`src/rtl/palette_stream_mapper.sv`:
```
// Maps Mandelbrot iteration counts to 24-bit RGB through a 3-stage palette
// pipeline and buffers the pixels in a FIFO that feeds the HDMI pixel input.
module palette_stream_mapper #(
  parameter int FIFO_DEPTH   = 16,
  parameter int PREFILL      = 12,
  parameter int FRAME_PIXELS = 786432
) (
  input  logic        clk,
  input  logic        reset,
  input  logic        update,
  input  logic [31:0] in_data,
  input  logic        in_valid,
  output logic        in_ready,
  input  logic [15:0] max_iter,
  input  logic [1:0]  palette_sel,
  input  logic        stream_data,
  output logic [23:0] data_out,
  output logic        data_out_valid,
  output logic        start_output,
  output logic        end_frame,
  output logic        underflow
);

  localparam int AW = $clog2(FIFO_DEPTH);
  localparam int CW = AW + 1;
  localparam int PW = (FRAME_PIXELS > 1) ? $clog2(FRAME_PIXELS) : 1;
  localparam logic [CW-1:0] DEPTH_C   = CW'(FIFO_DEPTH);
  localparam logic [CW-1:0] PREFILL_C = CW'(PREFILL);
  localparam logic [PW-1:0] PIX_LAST  = PW'(FRAME_PIXELS - 1);

  logic          flush;
  logic          block_q;
  logic          accept;

  logic          s1_valid;
  logic [15:0]   s1_iter;
  logic          s2_valid;
  logic          s2_in_set;
  logic [7:0]    s2_idx;
  logic [1:0]    s2_sel;
  logic          s3_valid;
  logic [23:0]   s3_rgb;
  logic [23:0]   palette_rgb;

  logic [23:0]   fifo_mem [FIFO_DEPTH];
  logic [AW-1:0] wr_ptr;
  logic [AW-1:0] rd_ptr;
  logic [CW-1:0] fifo_count;
  logic [CW-1:0] count_next;
  logic [CW-1:0] occupancy;
  logic [1:0]    inflight;
  logic          push;
  logic          pop;
  logic [PW-1:0] pix_cnt;

  logic          unused_hi;
  assign unused_hi = ^in_data[31:16];

  assign flush    = reset | update;
  assign inflight = {1'b0, s1_valid} + {1'b0, s2_valid} + {1'b0, s3_valid};
  assign occupancy = fifo_count + CW'(inflight);
  // Words already in the pipeline reserve their FIFO slot, so a push never overflows.
  assign in_ready = !flush && !block_q && (occupancy < DEPTH_C);
  assign accept   = in_valid && in_ready;

  assign push       = s3_valid;
  assign pop        = stream_data && (fifo_count != '0);
  assign count_next = fifo_count + CW'(push) - CW'(pop);

  always_comb begin
    palette_rgb = 24'h000000;
    if (!s2_in_set) begin
      case (s2_sel)
        2'd0:    palette_rgb = {s2_idx, s2_idx, s2_idx};
        2'd1:    palette_rgb = {(s2_idx[7] ? 8'hFF : {s2_idx[6:0], 1'b0}),
                                s2_idx, {s2_idx[7:6], 6'b000000}};
        2'd2:    palette_rgb = {2'b00, s2_idx[7:2], s2_idx, ~s2_idx};
        default: palette_rgb = {{8{s2_idx[0]}}, {8{s2_idx[1]}}, {8{s2_idx[2]}}};
      endcase
    end
  end

  always_ff @(posedge clk) begin
    if (push) begin
      fifo_mem[wr_ptr] <= s3_rgb;
    end
  end

  always_ff @(posedge clk) begin
    if (flush) begin
      block_q        <= 1'b1;
      s1_valid       <= 1'b0;
      s1_iter        <= '0;
      s2_valid       <= 1'b0;
      s2_in_set      <= 1'b0;
      s2_idx         <= '0;
      s2_sel         <= '0;
      s3_valid       <= 1'b0;
      s3_rgb         <= '0;
      wr_ptr         <= '0;
      rd_ptr         <= '0;
      fifo_count     <= '0;
      pix_cnt        <= '0;
      data_out       <= '0;
      data_out_valid <= 1'b0;
      start_output   <= 1'b0;
      end_frame      <= 1'b0;
      underflow      <= 1'b0;
    end else begin
      block_q  <= 1'b0;
      s1_valid <= accept;
      if (accept) begin
        s1_iter <= in_data[15:0];
      end

      s2_valid  <= s1_valid;
      s2_in_set <= (s1_iter >= max_iter);
      s2_idx    <= s1_iter[7:0];
      s2_sel    <= palette_sel;

      s3_valid <= s2_valid;
      s3_rgb   <= palette_rgb;

      if (push) begin
        wr_ptr <= wr_ptr + AW'(1);
      end
      fifo_count <= count_next;
      if (count_next >= PREFILL_C) begin
        start_output <= 1'b1;
      end

      // Empty is judged on the registered count; a same-cycle push cannot be popped.
      if (stream_data) begin
        if (fifo_count != '0) begin
          rd_ptr         <= rd_ptr + AW'(1);
          data_out       <= fifo_mem[rd_ptr];
          data_out_valid <= 1'b1;
          if (pix_cnt == PIX_LAST) begin
            pix_cnt   <= '0;
            end_frame <= 1'b1;
          end else begin
            pix_cnt   <= pix_cnt + PW'(1);
            end_frame <= 1'b0;
          end
        end else begin
          data_out       <= '0;
          data_out_valid <= 1'b0;
          end_frame      <= 1'b0;
          underflow      <= 1'b1;
        end
      end else begin
        data_out_valid <= 1'b0;
        end_frame      <= 1'b0;
      end
    end
  end

endmodule
```
`config.mk`:
```
export PLATFORM = sky130hd
export DESIGN_NAME = palette_stream_mapper
export DESIGN_NICKNAME = d
export VERILOG_FILES = /design/src/rtl/palette_stream_mapper.sv
export SDC_FILE = /design/constraint.sdc
export NUM_CORES = 1
export LEC_CHECK = 0
export CAP_MARGIN = 20
export CORE_ASPECT_RATIO = 1.4
export CORE_MARGIN = 10
export CORE_UTILIZATION = 63
export CTS_BUF_LIST = sky130_fd_sc_hd__clkbuf_2 sky130_fd_sc_hd__clkbuf_4 sky130_fd_sc_hd__clkbuf_8
export CTS_CLUSTER_SIZE = 40
export DETAILED_ROUTE_END_ITERATION = 6
export HOLD_SLACK_MARGIN = 0.15
export PLACE_DENSITY = 0.93
export SYNTH_ARGS = -nofsm -noshare
export SYNTH_HDL_FRONTEND = slang
export SYNTH_SLANG_ARGS = --single-unit
```
`constraint.sdc`:
```
create_clock -name clk -period 3.2 [get_ports clk]
set_clock_uncertainty 0.1 [all_clocks]
set_input_delay 0.48 -clock clk [delete_from_list [all_inputs] [get_ports clk]]
set_output_delay 0.48 -clock clk [all_outputs]
set_load 0.05 [all_outputs]
```
* Yosys cells after proc, flatten, opt, wreduce, memory -nomap -nowiden
Memory sizes are Yosys's and may differ from the RTL's. A register that Yosys moved wholly into a read port is not among the register bits. Cells that the tools add are included.
Word-level totals: memory bits (read-only) 0, memories kept 1, RAM bits 384, word-level logic and storage cells 61, bits in latches 0, bits in registers 116
Cells by class: eq/ne operators 3, multipliers 0, multiplexer cells 11, reduce and logical (&&, ||, !) cells 13, shifts and indexed selects 0, $add $sub $neg 8, divide/modulo/power cells 0, order comparisons 3, bitwise gates (word level) 4
Memory list:
- fifo_mem | depth 16, width 24, rd ports 1, clocked after Yosys merged registers in 1, wr ports 1, line 45 | logic [23:0] fifo_mem [FIFO_DEPTH];
Operators by type and width (count):
- $pmux 24 s3 | 1
- $mux 24 | 1
- $add 20x1->20 const B | 1
- $eq 20x20->1 const B | 1
- $mux 20 | 1
- $ge 16x16->1 | 1
- $add 4x1->4 const B | 2
- $mux 4 | 2
- $mux 8 | 1
- $not 8->8 | 1
- $add 5x1->5 | 1
- $add 5x2->5 | 1
- $ge 5x4->1 const B | 1
- $lt 5x5->1 const B | 1
- $mux 1 | 5
- $reduce_bool 5->1 | 1
- $sub 5x1->5 | 1
- $logic_and 1x1->1 | 4
- $reduce_and 2->1 | 2
- $reduce_or 2->1 | 2
- $reduce_or 3->1 | 1
- $add 1x1->2 | 1
- $add 2x1->2 | 1
- $eq 2x1->1 const B | 1
- 5 further kinds | 7

* Logic depth before layout (Yosys ltp)
word-level depth 6, gate-level depth with buffers 16, gate-level depth less buffers 14

* Worst setup path before layout
Ideal clock, no wire load.
kind register -> output, start point register s1_valid, end point output in_ready, stages on the path, launching flop included 7, slack 88 ps, arrival time 2532 ps, path through dfxtp_1 fa_1 ha_1 and3_1 o21ai_0 xnor2_1 nor3_1
Between the ends: longest elaborated chain between the ends 5
RTL lines:
- from (decl) | line 35 | logic s1_valid;
- from (signal assigned) | line 111 | s1_valid <= accept;
- $add 1x1->2 | line 60 | assign inflight = {1'b0, s1_valid} + {1'b0, s2_valid} + {1'b0, s3_valid};
- $add 2x1->2 | line 60
- $add 5x2->5 | line 61 | assign occupancy = fifo_count + CW'(inflight);
- $lt 5x5->1 | line 63 | assign in_ready = !flush && !block_q && (occupancy < DEPTH_C);
- $logic_and 1x1->1 | line 63
- to (decl) | line 13 | output logic in_ready,
No other way between the ends.

* Worst setup path after layout
Ends and elaborated chain as after synthesis.

==> metrics.txt <==
number of buffers created by CTS=70; Fin. Hold Viols=0; placed cell area=20,730 sq um; Worst-Skew Late Latency=0.62 ns; CTS tree=yes; WL per Instance=roughly 25 microns; CP max-delay cell=fa_2; setup slack, reg-to-reg=0.16 ns; Site Rows=76; largest net degree at the start of global routing=48; Critical Path, Cell by Cell=fa_2 > ha_4 > and3_4 > o21ai_4 > xnor2_2 > nor3_2 > clkbuf_16; total number of vias=10,830; Synth Net Count=1,223; final antenna-violating net count=0; crit-path max FO=2; Yosys warning total=0; antenna violations before repair=0; # setup viols final=0; Setup crit start kind=flip-flop; fin worst setup slack=0.03313 ns; Critical Path End Type=output port; Final #Nets=approximately 1,300; first-pass GRT wire length=between 60,000 and 70,000 microns; Max Cap Viol=0; CTS Sinks=504; min Tclk post-route=3.167 ns; hold path depth=3; DRT Wirelength=roughly 42,000 microns; critical path type=flip-flop to output port; initial drt markers=1,147; Hold Crit Class=input port to flip-flop; FF+latch count, synth=504; Finished Cell Area=22,260 sq um; Post-synth EDFFs=384; Post-Place Cells=1,570; H-Tree Depth=3; Syn Inst Count=1,137; Routability Congestion=0.8726; main flop type after synthesis=edfxtp_1; status=complete, no violations; Core ar.=30,710 sq um; max frequency=0.3158 GHz; cts-stage hold buffer count=0; reg2reg start=fifo_count[3]; worst r2r path cells=14; largest stage delay on the critical path=around 0.40 ns; Reg clk slew, reported paths=0.07 ns; crit path DAT=2.59 ns; Syn-to-layout area delta=13.98%; Avg Vias per Cell=6.363; dpl ws=0.2871 ns; worst slew pin tran=0.8525 ns; GRT Overall Usage=21.85%; DR DRC count=0; Reg-to-Reg End=start_output; HPWL Detailed=24,360 microns; Antenna Cells=0; Starting Density=63.58%; clk root buf=clkbuf_8; final non-filler cell total=around 1,700; sequential share of the synthesized area=between 70 and 80%; Slew Limit Fails=0; vias in the first global route=approximately 11,000; die height=228.3 microns; full die area=38,540 sq um; Max Root-Sink Buffers=3; Syn Std Cell Area=roughly 20,000 sq um; post-layout util=72.47%; io pins=84; headroom to the max-slew limit=43.09%; Lkg Pwr=7.514 nW; Post-Synthesis Mean Instance Area=between 15 and 20 sq um; post-synthesis cell type count=between 50 and 60; router iterations before antenna repair=5; hold path start=in_data[14]; asr flop ratio synth=0%; period utilisation layout=98.96%; Hold Path Sink=s1_iter[14]; PortBufs=67; share of post-route cells with drive strength above 1=21.65%; worst hold slack=about 0.32 ns; Required @ worst endpoint=between 2 and 3 ns; peak supply drop=582.9 uV; gr ovfl total=0; Die W=168.8 microns; Pwr Density=608.6 nW/um^2
## worst max-delay path: cells and delay by family (launching register included)
family | cells | cell delay [ns]
AND/OR/NAND/NOR | 2 | 0.49
flip-flops | 1 | 0.34
AO/OA/AOI/OAI | 1 | 0.08
buffers and inverters | 1 | 0.23
adder cells (fa/ha/maj) | 2 | 0.67
XOR/XNOR | 1 | 0.15
## cell type report
type | count | area, sq um
timing repair buffer | 104 | 1026
sequential | 504 | 13950
multi-input combinational | 522 | 5149
fill | 1649 | 8457
clock buffer | 105 | 1276
clock inverter | 24 | 170.2
tap | 390 | 488.0
inverter | 53 | 201.4
## synth_stat cells, drive strengths merged (2+ instances only)
master / instances / area (sq um)
mux4: 96 / 2162
or3: 5 / 31.28
nand4: 19 / 133.9
and3: 7 / 43.79
fa: 2 / 40.04
dfxtp: 120 / 2402
nand3: 8 / 40.04
o21ai: 21 / 105.1
a31oi: 2 / 12.51
mux2: 12 / 135.1
nor2b: 3 / 18.77
nor2: 60 / 232.7
mux2i: 27 / 270.3
clkbuf: 31 / 117.6
xnor2: 12 / 105.1
a211oi: 3 / 22.52
edfxtp: 384 / 11530
nand2: 46 / 175.2
inv: 53 / 201.5
nor3: 9 / 45.04
o21a: 2 / 15.01
nand2b: 6 / 37.54
a2111oi: 2 / 17.52
nor3b: 2 / 15.01
or4: 2 / 15.01
a21o: 4 / 30.03
a221o: 24 / 240.2
and2: 32 / 202.7
a21oi: 32 / 160.2
buf: 27 / 172.7
and4: 3 / 26.28
o22ai: 25 / 156.4
xor2: 16 / 140.1
ha: 29 / 362.9
o211ai: 2 / 15.01
## report_power, final
part           internal (W)  switching [W]  total [W]
logic              0.000650       0.000726    0.00138
clock network       0.00273        0.00232    0.00504
registers           0.00704      0.0000909    0.00713
## registers in the layout, summed over array words and instances (netlist names), 2 cells and up, named ones only
signal and flops:
data_out 24, fifo_count 5, fifo_mem 384, pix_cnt 20, rd_ptr 4, s1_iter 16
s2_idx 8, s2_sel 2, s3_rgb 24, wr_ptr 4
## cell usage in the layout (no fill, tap or decap), types with 27 or more instances in the layout
cell type / Yosys / layout
a21oi_1: 32 / 32
and2_1: 31 / 31
buf_4: 4 / 32
clkbuf_4: 0 / 27
clkbuf_8: 0 / 78
clkdlybuf4s50_1: 0 / 66
dfxtp_1: 120 / 115
edfxtp_1: 384 / 384
ha_1: 29 / 28
inv_1: 52 / 52
mux2i_1: 27 / 27
mux4_2: 96 / 96
nand2_1: 45 / 45
nor2_1: 59 / 58
## timing repair
action,4_1_cts,5_1_grt
pin swaps,0,4
resized for setup,3,9
buffers inserted,0,3
cloned,0,0
endpoints found under the setup margin,1,1
## metal layers
metal	routed length [microns]	share of wire [%]	vias up	global-route usage [%]
li1	-	-	4655	-
met1	14850	35	5368	26.94
met2	21450	51	665	35.67
met3	4004	9.5	142	5.454
met4	1719	4.1	0	10.06
met5	0	0	-	0
## per-stage QoR
stage	TNS [ns]	power (W)
after detailed placement	0	0.008610
final	0	0.01355
after CTS	0	0.01360
after floorplan	0	0.008266
after global routing	-0.0007097	0.01401
after global placement	0	0.008560
## cell families (layout without fill, tap and decap cells)
kind of cell,after synthesis,after routing,synth area share (%)
adders and majority gates,31,31,2.063
xor gates and xnor gates,28,28,1.256
DFF,504,504,71.35
buffers and inverters,111,286,2.518
and+or+nand+nor,206,206,5.478
AOI/OAI and AO/OA,122,122,4.184
muxes,135,135,13.15
## how the worst max path moves through the flow
stage	startpoint	end	slack, ns	depth (start not counted)
floorplan	s1_valid	in_ready	0.09	6
global placement	stream_data	start_output	0.33	12
detailed placement	stream_data	start_output	0.29	12
CTS	push	in_ready	0.01	7
global route	s1_valid	in_ready	-0.0007	7
finish	s1_valid	in_ready	0.03	7
Power figures use the tool's default switching activity.
